[src/rtl/qspi_flash_reader.sv]
// Single-word Quad Output Fast Read (0x6B) engine for the external QSPI flash window.
// Optional one-entry last-word cache: define QSPI_LAST_WORD_CACHE_EN.
module qspi_flash_reader #(
    parameter int unsigned CLK_DIV = 1,
    parameter int unsigned ADDR_W  = 22
) (
    input  logic              clk,
    input  logic              rst,
    input  logic              req_i,
    input  logic [ADDR_W-1:0] addr_i,
    input  logic              flush_i,
    output logic              ready_o,
    output logic              rvalid_o,
    output logic [31:0]       rdata_o,
    input  logic [3:0]        qspi_io_i,
    output logic [3:0]        qspi_io_o,
    output logic [3:0]        qspi_io_t,
    output logic              qspi_ck_o,
    output logic              qspi_cs_o
);

    typedef enum logic [2:0] {
        S_IDLE, S_CMD, S_ADDR, S_DUMMY, S_DATA, S_DONE
    } state_t;

    localparam logic [7:0] CMD_QOFR = 8'h6B;
    localparam logic [3:0] DIV_LAST = 4'(CLK_DIV - 1);

    state_t      state_q;
    logic [5:0]  per_q;
    logic [3:0]  div_q;
    logic [31:0] sh_q;
    logic        io0_q;
    logic [3:0]  io_t_q;
    logic        ck_q;
    logic        cs_q;
    logic        ready_q;
    logic        rvalid_q;
    logic [31:0] rdata_q;

    logic [23:0] baddr;
    logic        hit;
    logic [31:0] cache_word;

    assign baddr = 24'({addr_i, 2'b00});

    // Nibbles arrive byte-ascending, high nibble first; the last byte received is the MSB.
    function automatic logic [31:0] byte_swap(input logic [31:0] b);
        return {b[7:0], b[15:8], b[23:16], b[31:24]};
    endfunction

    // NOTE: every register below uses <= so all of them sample pre-edge values together.
    always_ff @(posedge clk or negedge rst) begin
        if (!rst) begin
            state_q  <= S_IDLE;
            per_q    <= '0;
            div_q    <= '0;
            sh_q     <= '0;
            io0_q    <= 1'b0;
            io_t_q   <= 4'hF;
            ck_q     <= 1'b0;
            cs_q     <= 1'b1;
            ready_q  <= 1'b1;
            rvalid_q <= 1'b0;
            rdata_q  <= '0;
        end else begin
            rvalid_q <= 1'b0;
            case (state_q)
                S_IDLE: begin
                    if (req_i) begin
                        ready_q <= 1'b0;
                        if (hit) begin
                            rvalid_q <= 1'b1;
                            rdata_q  <= cache_word;
                            state_q  <= S_DONE;
                        end else begin
                            state_q <= S_CMD;
                            cs_q    <= 1'b0;
                            ck_q    <= 1'b0;
                            io_t_q  <= 4'b1110;
                            io0_q   <= CMD_QOFR[7];
                            sh_q    <= {CMD_QOFR[6:0], baddr, 1'b0};
                            per_q   <= '0;
                            div_q   <= '0;
                        end
                    end
                end
                S_CMD, S_ADDR, S_DUMMY, S_DATA: begin
                    if (div_q != DIV_LAST) begin
                        div_q <= div_q + 4'd1;
                    end else begin
                        div_q <= '0;
                        ck_q  <= ~ck_q;
                        // End of a high half closes one SCK period: sample, then shift.
                        if (ck_q) begin
                            per_q <= per_q + 6'd1;
                            io0_q <= (per_q < 6'd31) ? sh_q[31] : 1'b0;
                            if (state_q == S_DATA) sh_q <= {sh_q[27:0], qspi_io_i};
                            else                   sh_q <= {sh_q[30:0], 1'b0};
                            case (per_q)
                                6'd7:  state_q <= S_ADDR;
                                6'd31: begin
                                    state_q <= S_DUMMY;
                                    io_t_q  <= 4'hF;
                                end
                                6'd39: state_q <= S_DATA;
                                6'd47: begin
                                    state_q  <= S_DONE;
                                    cs_q     <= 1'b1;
                                    rvalid_q <= 1'b1;
                                    rdata_q  <= byte_swap({sh_q[27:0], qspi_io_i});
                                end
                                default: ;
                            endcase
                        end
                    end
                end
                S_DONE: begin
                    state_q <= S_IDLE;
                    ready_q <= 1'b1;
                end
                default: state_q <= S_IDLE;
            endcase
        end
    end

`ifdef QSPI_LAST_WORD_CACHE_EN
    logic [ADDR_W-1:0] addr_q;
    logic [ADDR_W-1:0] tag_q;
    logic [31:0]       cword_q;
    logic              cvalid_q;

    assign hit        = cvalid_q && !flush_i && (tag_q == addr_i);
    assign cache_word = cword_q;

    // NOTE: the cache entry is only a few flops, so tag and word are reset along with the valid bit.
    always_ff @(posedge clk or negedge rst) begin
        if (!rst) begin
            addr_q   <= '0;
            tag_q    <= '0;
            cword_q  <= '0;
            cvalid_q <= 1'b0;
        end else begin
            if (state_q == S_IDLE && req_i) addr_q <= addr_i;
            if (flush_i) begin
                cvalid_q <= 1'b0;
            end else if (state_q == S_DONE) begin
                cvalid_q <= 1'b1;
                tag_q    <= addr_q;
                cword_q  <= rdata_q;
            end
        end
    end
`else
    logic unused_flush;
    assign unused_flush = flush_i;
    assign hit          = 1'b0;
    assign cache_word   = '0;
`endif

    assign ready_o   = ready_q;
    assign rvalid_o  = rvalid_q;
    assign rdata_o   = rdata_q;
    assign qspi_io_o = {3'b000, io0_q};
    assign qspi_io_t = io_t_q;
    assign qspi_ck_o = ck_q;
    assign qspi_cs_o = cs_q;

endmodule
[config.mk]
export PLATFORM = sky130hd
export DESIGN_NAME = qspi_flash_reader
export DESIGN_NICKNAME = d
export VERILOG_FILES = /design/src/rtl/qspi_flash_reader.sv
export SDC_FILE = /design/constraint.sdc
export NUM_CORES = 1
export LEC_CHECK = 0
export CORE_ASPECT_RATIO = 1.75
export CORE_MARGIN = 2
export CORE_UTILIZATION = 58
export CTS_CLUSTER_SIZE = 40
export DETAILED_ROUTE_END_ITERATION = 7
export PLACE_DENSITY = 0.95
export SYNTH_ARGS = -nofsm -noshare
export SYNTH_HDL_FRONTEND = slang
export SYNTH_SLANG_ARGS = --single-unit
export TNS_END_PERCENT = 10
[constraint.sdc]
create_clock -name clk -period 4.1 [get_ports clk]
set_input_delay 0.615 -clock clk [delete_from_list [all_inputs] [get_ports clk]]
set_output_delay 0.615 -clock clk [all_outputs]
set_load 0.02 [all_outputs]
==> impl_metrics.env, run 1 <==
export IMPL_drtIter0Drc=520
export IMPL_start_kind="flop"
export IMPL_cts_hold_buffers=0
export IMPL_grt_pass1_wl_um=17200
export IMPL_tritoncts="done"
export IMPL_insertion_delay_ps=340
export IMPL_max_clock_path_buffers=2
export IMPL_end_kind="flop"
export IMPL_n_fill_cell=538
export IMPL_switchingPower_uw=952
export IMPL_grt_most_used_layer="met2"
export IMPL_p_clk_share_pct=30.4
export IMPL_setup_violations=0
export IMPL_finalNetCount=482
export IMPL_fin_crit_sh_pct=63.0
export IMPL_fp_dieW_um=72.2
export IMPL_cp_required_ps=4320
export IMPL_hold_viol=0
export IMPL_synth_seq_cells=83
export IMPL_async_flop_share_pct=100
export IMPL_p_comb_share_pct=30.3
export IMPL_pin_count=74
export IMPL_via_per_inst=6.30
export IMPL_avgSynthCellArea_sq_um=11.7
export IMPL_area_delta_synth_final_pct=19.6
export IMPL_fmax_ghz=0.387
export IMPL_grt_max_degree=84
export IMPL_seq_area_frac_synth_pct=44.1
export IMPL_coreArea_sq_um=7910
export IMPL_synth_warning_count=0
export IMPL_die_y_um=123
export IMPL_run_status="finished clean"
export IMPL_crit_path_top_delay_cell="dfrtp_1"
export IMPL_tightest_slew_ps=1050
export IMPL_max_stage_delay_ps=450
export IMPL_swShare_pct=32.7
export IMPL_drive_gt1_share_pct=20.9
export IMPL_dp_hpwl_um=6800
export IMPL_cts_setup_buffers=0
export IMPL_cap_violations=0
export IMPL_hold_class="primary input to asynchronous set/reset pin"
export IMPL_routed_wl_um=10500
export IMPL_cts_made_buffers=9
export IMPL_fin_crit_ps=2580
export IMPL_rsz0062_at_grt="no"
export IMPL_synth_edf_count=0
export IMPL_postSynthCellCount=402
export IMPL_root_buffer="clkbuf_16"
export IMPL_drv_slew=0
export IMPL_post_drt_wl_per_cell_um=19.2
export IMPL_route_detailed_drc=0
export IMPL_slew_headroom_pct=30.2
export IMPL_grt_usage_pct=25.2
export IMPL_powerDensity_nw_per_um2=516
export IMPL_fin_skew_ps=8.77
export IMPL_htree_levels=3
export IMPL_initial_core_util_pct=59.6
export IMPL_cts_sinks=83
export IMPL_grt_overflow=0
export IMPL_cp_buffers_inverters=2
export IMPL_arrival_ps=2800
export IMPL_floorplan_die_area_sq_um=8900
export IMPL_vdd_drop_max_mv=0.320
export IMPL_critPathTopFamily="simple AND/OR/NAND/NOR gates"
export IMPL_syn_area_sq_um=4720
export IMPL_antenna_found_initial=0
export IMPL_gp_congestion=0.769
export IMPL_antenna_cells=0
export IMPL_io_buffers=66
export IMPL_p_int_mw=1.96
export IMPL_clkTransAtPathRegs_ps=60
export IMPL_use_met1_pct=29.6
export IMPL_ant_nets=0
export IMPL_crit_chain="inv_1, ha_1, and4bb_2, nand2_1, nor3_4, buf_4, mux2_2"
export IMPL_grtUsageMet2_pct=44.2
export IMPL_first_global_vias=3486
export IMPL_dp_cells=528
export IMPL_whs_ps=459
export IMPL_cts_resized=0
export IMPL_ys_types=54
export IMPL_fin_cells=544
export IMPL_p_leak_nw=2.62
export IMPL_fp_row_count=43
export IMPL_setup_tns_ps=0
export IMPL_vias=3427
export IMPL_power_frac_seq_pct=39.3
export IMPL_drt_pass1_iterations=6
export IMPL_synth_flop_cell="dfrtp_1"
export IMPL_worstPathMaxFanout=29
export IMPL_use_met3_pct=3.99
export IMPL_crit_type="flop to flop"
-- Yosys cell counts, types with 2 or more instances --
master    count  share of area, %
dfrtp_1      80                42
conb_1        2              0.16
a21oi_1      20               2.1
inv_1         5              0.40
mux2i_1      66                14
dfstp_2       3               1.7
buf_6         4              0.95
nor3b_1       2              0.32
and3_1        6              0.80
nand4_1       4              0.53
o21ai_0      12               1.3
ha_1          3              0.80
and2_1        2              0.27
mux2_2       36               8.6
nor4b_1       2              0.37
o22ai_1       2              0.27
or3_1         3              0.40
nand2_1      15               1.2
clkbuf_1     12              0.95
buf_1         2              0.16
mux2_4       28               8.9
buf_2        10               1.1
nor3_1       11               1.2
a41oi_1       2              0.37
o31ai_1       2              0.32
a31oi_1       7              0.93
nor2_1       13               1.0
xor2_1        2              0.37
a211oi_1      6              0.95
buf_4        11               1.8
nand3_1       6              0.64
-- stage by stage --
step	setup WS (ps)	cell area, sq um	total power [mW]	util (%)
floorplan	2120	4730	1.81	-
global route	1400	5640	3.05	71.3
CTS	1510	5640	2.91	71.3
detailed placement	1450	5320	2.02	67.2
finish	1520	5640	2.91	71.3
global placement	1480	5320	1.96	67.2
-- kinds of logic after synthesis --
family	count (synthesis)	synth area share [%]
muxes	131	31.8
DFF	83	44.1
and+or+nand+nor	75	8.83
AOI/OAI and AO/OA	62	8.70
buffers and inverters	44	5.28
adders and majority gates	3	0.796
other	2	0.159
xor gates and xnor gates	2	0.371
-- per-layer routing --
metal	part of all wire, %	up-vias
met5	0	-
met4	2.9	0
met3	3.9	32
met2	55	111
met1	38	1727
li1	-	1557
-- cell usage in the layout (no fill, tap or decap), drive strengths merged, types with 7 or more instances in the layout --
cell type       n
a31oi           7
o21ai          12
mux2           65
nand2          15
a21oi          21
mux2i          66
dfrtp          80
clkdlybuf4s50  65
nor3           12
clkbuf         14
nor2           15
-- area by class of cell --
cell class                 count  area, sq um  area share [%]
multi-input combinational    279         2410            42.7
sequential                    83         2080            36.9
timing repair buffer          71          696            12.3
clock buffer                  14          264            4.68
tap                           90          113            2.00
clock inverter                 2         60.1            1.06
inverter                       5         18.8           0.333
-- worst reg2reg max path: stages (launching register included) --
cell and delay [ps]:
dfrtp_1 450, inv_1 90, ha_1 200, and4bb_2 450
nand2_1 170, nor3_4 290, buf_4 420, mux2_2 400
-- power groups by stage --
| stage | Sequential, mW | Combinational, mW | Clock [mW] |
|---|---|---|---|
| floorplan | 1.08 | 0.738 | 0 |
| global placement | 1.14 | 0.828 | 0 |
| detailed placement | 1.15 | 0.872 | 0 |
| CTS | 1.14 | 0.882 | 0.889 |
| global route | 1.16 | 0.959 | 0.924 |
| finish | 1.14 | 0.883 | 0.884 |
-- final timing paths --
path / from / to / slack [ps] / cells after the start
worst max register to register: div_q[0] / rdata_o[11] / 1520 / 7
worst max-delay path: div_q[0] / rdata_o[11] / 1520 / 7
worst min register to register: qspi_cs_o / qspi_cs_o / 470 / 2
max in group asynchronous: rst / state_q[2] / 2910 / 1
worst min-delay path: rst / rvalid_o / 460 / 1
min in group clk: qspi_cs_o / qspi_cs_o / 470 / 2
-- sequential cells by signal (all words and copies together) (netlist names), 3 cells and up --
signal,cells
per_q,6
rdata_o,32
sh_q,32
state_q,3
div_q,4
Power figures use the tool's default switching activity.
==> inputs of run 2 (changes only) <==
--- a/config.mk
+++ b/config.mk
@@ -7,10 +7,10 @@
 export LEC_CHECK = 0
 export CORE_ASPECT_RATIO = 1.75
 export CORE_MARGIN = 2
-export CORE_UTILIZATION = 58
+export CORE_UTILIZATION = 54
 export CTS_CLUSTER_SIZE = 40
 export DETAILED_ROUTE_END_ITERATION = 7
-export PLACE_DENSITY = 0.95
+export PLACE_DENSITY = 0.92
 export SYNTH_ARGS = -nofsm -noshare
 export SYNTH_HDL_FRONTEND = slang
 export SYNTH_SLANG_ARGS = --single-unit
==> constraint.sdc (replaced) <==
create_clock -name clk -period 2.7 [get_ports clk]
set_input_delay 0.405 -clock clk [delete_from_list [all_inputs] [get_ports clk]]
set_output_delay 0.405 -clock clk [all_outputs]
set_load 0.02 [all_outputs]
==> run 2 against run 1 <==
Effect of this change:
- cell count grew 6.6%
- worst setup slack got worse by 1300 ps
- highest routed layer unchanged
- first-iteration DRC count down 33%
- clock power is 40% higher
- flip-flop and latch count unchanged
- via count rose by 1.3%
- power up 50%
- clock skew grew 1.8 ps
- register-to-register slack worse by 1300 ps
- critical path type unchanged
- global-route usage fell by 1.2 points
- critical endpoint is now sh_q[31]
==> impl_metrics.env, run 2 (synthesis gave the netlist of run 1 again) <==
export IMPL_worstPathMaxFanout=18
export IMPL_coreArea_sq_um=8560
export IMPL_start_kind="flop"
export IMPL_antenna_cells=0
export IMPL_ant_nets=0
export IMPL_cp_required_ps=2920
export IMPL_crit_path_top_delay_cell="a21oi_4"
export IMPL_setup_violations=0
export IMPL_pin_count=74
export IMPL_initial_core_util_pct=55.1
export IMPL_end_kind="flop"
export IMPL_grt_overflow=0
export IMPL_powerDensity_nw_per_um2=758
export IMPL_rr_startpoint="div_q[0]"
export IMPL_multiInputGateArea_sq_um=2410
export IMPL_worstSetupEndpoint="sh_q[31]"
export IMPL_rr_endpoint="sh_q[31]"
export IMPL_switchingPower_mw=1.51
export IMPL_cts_setup_buffers=0
export IMPL_power_frac_seq_pct=40.1
export IMPL_die_y_um=128
export IMPL_hold_class="primary input to asynchronous set/reset pin"
export IMPL_seqCellArea_sq_um=2080
export IMPL_tritoncts="done"
export IMPL_cts_resized=0
export IMPL_p_leak_nw=2.65
export IMPL_drtIter0Drc=350
export IMPL_n_fill_cell=600
export IMPL_dp_cells=564
export IMPL_vdd_drop_max_mv=0.507
export IMPL_fp_row_count=45
export IMPL_run_status="finished clean"
export IMPL_cts_hold_buffers=0
export IMPL_grt_usage_pct=24.1
export IMPL_hold_viol=0
export IMPL_final_common_cell="dfrtp_1"
export IMPL_drv_slew=0
export IMPL_antenna_found_initial=0
export IMPL_rr_worst_depth=7
export IMPL_floorplan_die_area_sq_um=9530
export IMPL_grt_pass1_wl_um=17500
export IMPL_fin_util_pct=67.3
export IMPL_area_delta_synth_final_pct=22.1
export IMPL_rsz0062_at_grt="no"
export IMPL_fin_crit_ps=2480
export IMPL_first_global_vias=3606
export IMPL_cts_made_buffers=9
export IMPL_fmax_ghz=0.404
export IMPL_fin_skew_ps=10.5
export IMPL_htree_levels=3
export IMPL_io_buffers=66
export IMPL_drt_pass1_iterations=5
export IMPL_cts_sinks=83
export IMPL_critical_path_startpoint="div_q[0]"
export IMPL_fp_dieW_um=74.7
export IMPL_max_clock_path_buffers=2
export IMPL_p_int_mw=2.85
export IMPL_gp_congestion=0.782
export IMPL_via_per_inst=5.99
export IMPL_cap_violations=0
export IMPL_post_drt_wl_per_cell_um=18.9
export IMPL_setup_tns_ps=0
export IMPL_max_stage_delay_ps=660
export IMPL_r2r_setup_slack_ps=220
export IMPL_tightest_slew_ps=851
export IMPL_insertion_delay_ps=340
export IMPL_arrival_ps=2700
export IMPL_clkTransAtPathRegs_ps=60
export IMPL_route_detailed_drc=0
export IMPL_vias=3473
export IMPL_routed_wl_um=10900
export IMPL_layout_common_cells="79 x dfrtp_1, 66 x mux2i_1, 65 x clkdlybuf4s50_1"
export IMPL_grt_max_degree=84
export IMPL_fin_cells=580
export IMPL_root_buffer="clkbuf_16"
export IMPL_crit_chain="inv_1, ha_1, nand4bb_1, o31ai_4, a21oi_4, buf_12, mux2_2"
export IMPL_swShare_pct=34.7
export IMPL_p_clk_share_pct=28.3
export IMPL_crit_type="flop to flop"
export IMPL_fin_crit_sh_pct=91.7
export IMPL_slew_headroom_pct=43.2
export IMPL_dp_hpwl_um=7200
export IMPL_drive_gt1_share_pct=23.1
export IMPL_p_comb_share_pct=31.6
export IMPL_finalNetCount=491
## run 2: worst min path at each step
stage	start	end	slack (ps)	cells past startpoint
finish	rst	per_q[4]	60	2
detailed placement	rst	per_q[4]	470	2
floorplan	rst	div_q[0]	110	0
CTS	rst	rvalid_o	110	2
global route	rst	rvalid_o	110	2
global placement	qspi_cs_o	qspi_cs_o	460	2
## run 2: critical path, delay by kind of cell, from the launching register on
family                     cells  cell delay [ps]
buffers and inverters          2              340
adders and majority gates      1              220
DFF                            1              460
AOI/OAI and AO/OA              2              770
muxes                          1              350
and+or+nand+nor                1              200
## run 2: final cells by class
class / instances / area share, %
Clock buffer: 9 / 3.91
Clock inverter: 7 / 1.35
Timing Repair Buffer: 80 / 13.9
Multi-Input combinational cell: 279 / 41.8
Sequential cell: 83 / 36.2
Inverter: 5 / 0.326
Tap cell: 117 / 2.54
## run 2: power by group through the flow
| stage | sequential, mW | combinational (mW) | clock, mW |
|---|---|---|---|
| 3_5_place_dp | 1.75 | 1.35 | 0 |
| 6_report | 1.75 | 1.38 | 1.24 |
| 3_3_place_gp | 1.73 | 1.29 | 0 |
| 5_1_grt | 1.77 | 1.50 | 1.30 |
| 4_1_cts | 1.74 | 1.37 | 1.25 |
| 2_1_floorplan | 1.63 | 1.12 | 0 |
## run 2: per-stage QoR
step                      hold WS (ps)  instance area [sq um]  total power, mW  setup slack [ps]
final                             63.2                   5760             4.37               225
after global routing               111                   5760             4.57              74.7
after CTS                          108                   5760             4.36               240
after detailed placement           466                   5460             3.10              95.7
after global placement             462                   5460             3.02               115
after floorplan                    109                   4730             2.76               720
## run 2: metal layers
layer	share of wire (%)	global-route usage [%]
met3	3.9	4.50
met2	54	40.2
met5	0	0
met4	4.7	13.2
met1	38	28.3
==> inputs of run 3 (changes only) <==
--- a/config.mk
+++ b/config.mk
@@ -6,11 +6,11 @@
 export NUM_CORES = 1
 export LEC_CHECK = 0
 export CORE_ASPECT_RATIO = 1.75
-export CORE_MARGIN = 2
 export CORE_UTILIZATION = 54
 export CTS_CLUSTER_SIZE = 40
 export DETAILED_ROUTE_END_ITERATION = 7
 export PLACE_DENSITY = 0.92
+export SLEW_MARGIN = 20
 export SYNTH_ARGS = -nofsm -noshare
 export SYNTH_HDL_FRONTEND = slang
 export SYNTH_SLANG_ARGS = --single-unit
==> run 3 against run 2 <==
Effect of this change:
- clock skew is 4.9 ps lower
- clock power is 9% higher
- die area decreased by 4.2%
- largest cell class unchanged
- core utilization rose by 1.4 points
- via count up 0.75%
- worst setup slack better by 14 ps
- highest routed layer unchanged
==> impl_metrics.env, run 3 (synthesis gave the netlist of run 1 again) <==
export IMPL_post_drt_wl_per_cell_um=19.6
export IMPL_cap_violations=0
export IMPL_io_buffers=66
export IMPL_cts_made_buffers=9
export IMPL_n_fill_cell=603
export IMPL_multiInputGateArea_sq_um=2410
export IMPL_cp_buffers_inverters=2
export IMPL_cp_required_ps=2920
export IMPL_seqCellArea_sq_um=2080
export IMPL_crit_type="flop to flop"
export IMPL_gp_congestion=0.819
export IMPL_arrival_ps=2680
export IMPL_root_buffer="clkbuf_16"
export IMPL_via_per_inst=6.10
export IMPL_setup_violations=0
export IMPL_route_detailed_drc=0
export IMPL_powerDensity_nw_per_um2=777
export IMPL_routed_wl_um=11200
export IMPL_run_status="finished clean"
export IMPL_fin_crit_ps=2460
export IMPL_pin_count=74
export IMPL_initial_core_util_pct=56.4
export IMPL_vias=3499
export IMPL_fin_util_pct=68.7
export IMPL_crit_chain="inv_1, ha_1, and4bb_2, a21oi_4, buf_12, mux2_2"
export IMPL_drive_gt1_share_pct=22.4
export IMPL_area_delta_synth_final_pct=21.9
export IMPL_drv_slew=0
export IMPL_fp_dieW_um=72.7
export IMPL_max_clock_path_buffers=2
export IMPL_max_stage_delay_ps=560
export IMPL_fmax_ghz=0.406
export IMPL_worstPathMaxFanout=23
export IMPL_ant_nets=0
export IMPL_insertion_delay_ps=340
export IMPL_end_kind="flop"
export IMPL_grt_pass1_wl_um=18000
export IMPL_final_common_cell="dfrtp_1"
export IMPL_cts_resized=0
export IMPL_tightest_slew_ps=696
export IMPL_layout_common_cells="79 x dfrtp_1, 66 x mux2i_1, 65 x clkdlybuf4s50_1"
export IMPL_crit_path_top_delay_cell="a21oi_4"
export IMPL_slew_headroom_pct=53.6
export IMPL_dp_hpwl_um=7340
export IMPL_rsz0062_at_grt="no"
export IMPL_fin_crit_sh_pct=91.2
export IMPL_rr_startpoint="div_q[0]"
export IMPL_critPathTopFamily="compound AO/OA/AOI/OAI gates"
export IMPL_critical_path_startpoint="div_q[0]"
export IMPL_coreArea_sq_um=8370
export IMPL_htree_levels=3
export IMPL_p_leak_nw=2.66
export IMPL_clkTransAtPathRegs_ps=60
export IMPL_fin_skew_ps=5.66
export IMPL_grt_max_degree=53
export IMPL_vdd_drop_max_mv=0.498
export IMPL_first_global_vias=3589
export IMPL_grt_usage_pct=26.1
export IMPL_tritoncts="done"
export IMPL_die_y_um=126
export IMPL_antenna_cells=0
export IMPL_antenna_found_initial=0
export IMPL_drtIter0Drc=417
export IMPL_hold_class="primary input to asynchronous set/reset pin"
export IMPL_drt_pass1_iterations=5
export IMPL_cts_hold_buffers=0
export IMPL_floorplan_die_area_sq_um=9130
export IMPL_cts_sinks=83
export IMPL_fp_row_count=44
export IMPL_start_kind="flop"
export IMPL_setup_tns_ps=0
export IMPL_grt_overflow=0
export IMPL_cts_setup_buffers=0
export IMPL_finalNetCount=487
export IMPL_hold_viol=0
[run 3: cell types whose count changed in the layout (fill, tap and decap cells not counted), sizes merged]
cell,previous run,this run
buf,15,11
clkinvlp,4,0
clkbuf,9,11
clkinv,1,3
bufinv,1,2
inv,6,5
[run 3: worst paths after layout]
| path | end | slack (ps) | cells after the start |
|---|---|---|---|
| worst max-delay path | sh_q[31] | 240 | 6 |
| min in group clk | qspi_io_t[0] | 480 | 2 |
| worst min-delay path | state_q[0] | 90 | 1 |
| worst max register to register | sh_q[31] | 240 | 6 |
| worst min register to register | qspi_io_t[0] | 480 | 2 |
| max in group asynchronous | rdata_o[7] | 1990 | 2 |
[run 3: cell type report]
cell class	count	area share (%)
sequential	83	36.2
multi-input combinational	279	41.9
inverter	5	0.326
clock inverter	5	1.31
clock buffer	11	4.39
tap	115	2.50
timing repair buffer	76	13.4
[run 3: where the power goes]
group / internal, mW / switching [mW]
clock network: 0.855 / 0.493
registers: 1.44 / 0.305
logic: 0.683 / 0.691
total: 2.98 / 1.49
[run 3: routing by layer]
metal | part of all wire (%) | vias to the layer above | global-route usage [%]
met5 | 0 | - | 0
met4 | 3.6 | 0 | 14.4
met3 | 4.1 | 36 | 4.96
met2 | 54 | 137 | 45.1
met1 | 38 | 1758 | 29.5
li1 | - | 1568 | -
[run 3: stage by stage]
stage | hold WS (ps) | power [mW] | instances | setup slack, ps | area [sq um]
finish | 93.7 | 4.47 | 574 | 239 | 5750
global route | 144 | 4.67 | 574 | 135 | 5750
CTS | 108 | 4.46 | 574 | 243 | 5750
detailed placement | 472 | 3.10 | 558 | 174 | 5420
global placement | 463 | 3.01 | 558 | 212 | 5420
floorplan | 109 | 2.76 | 406 | 720 | 4730
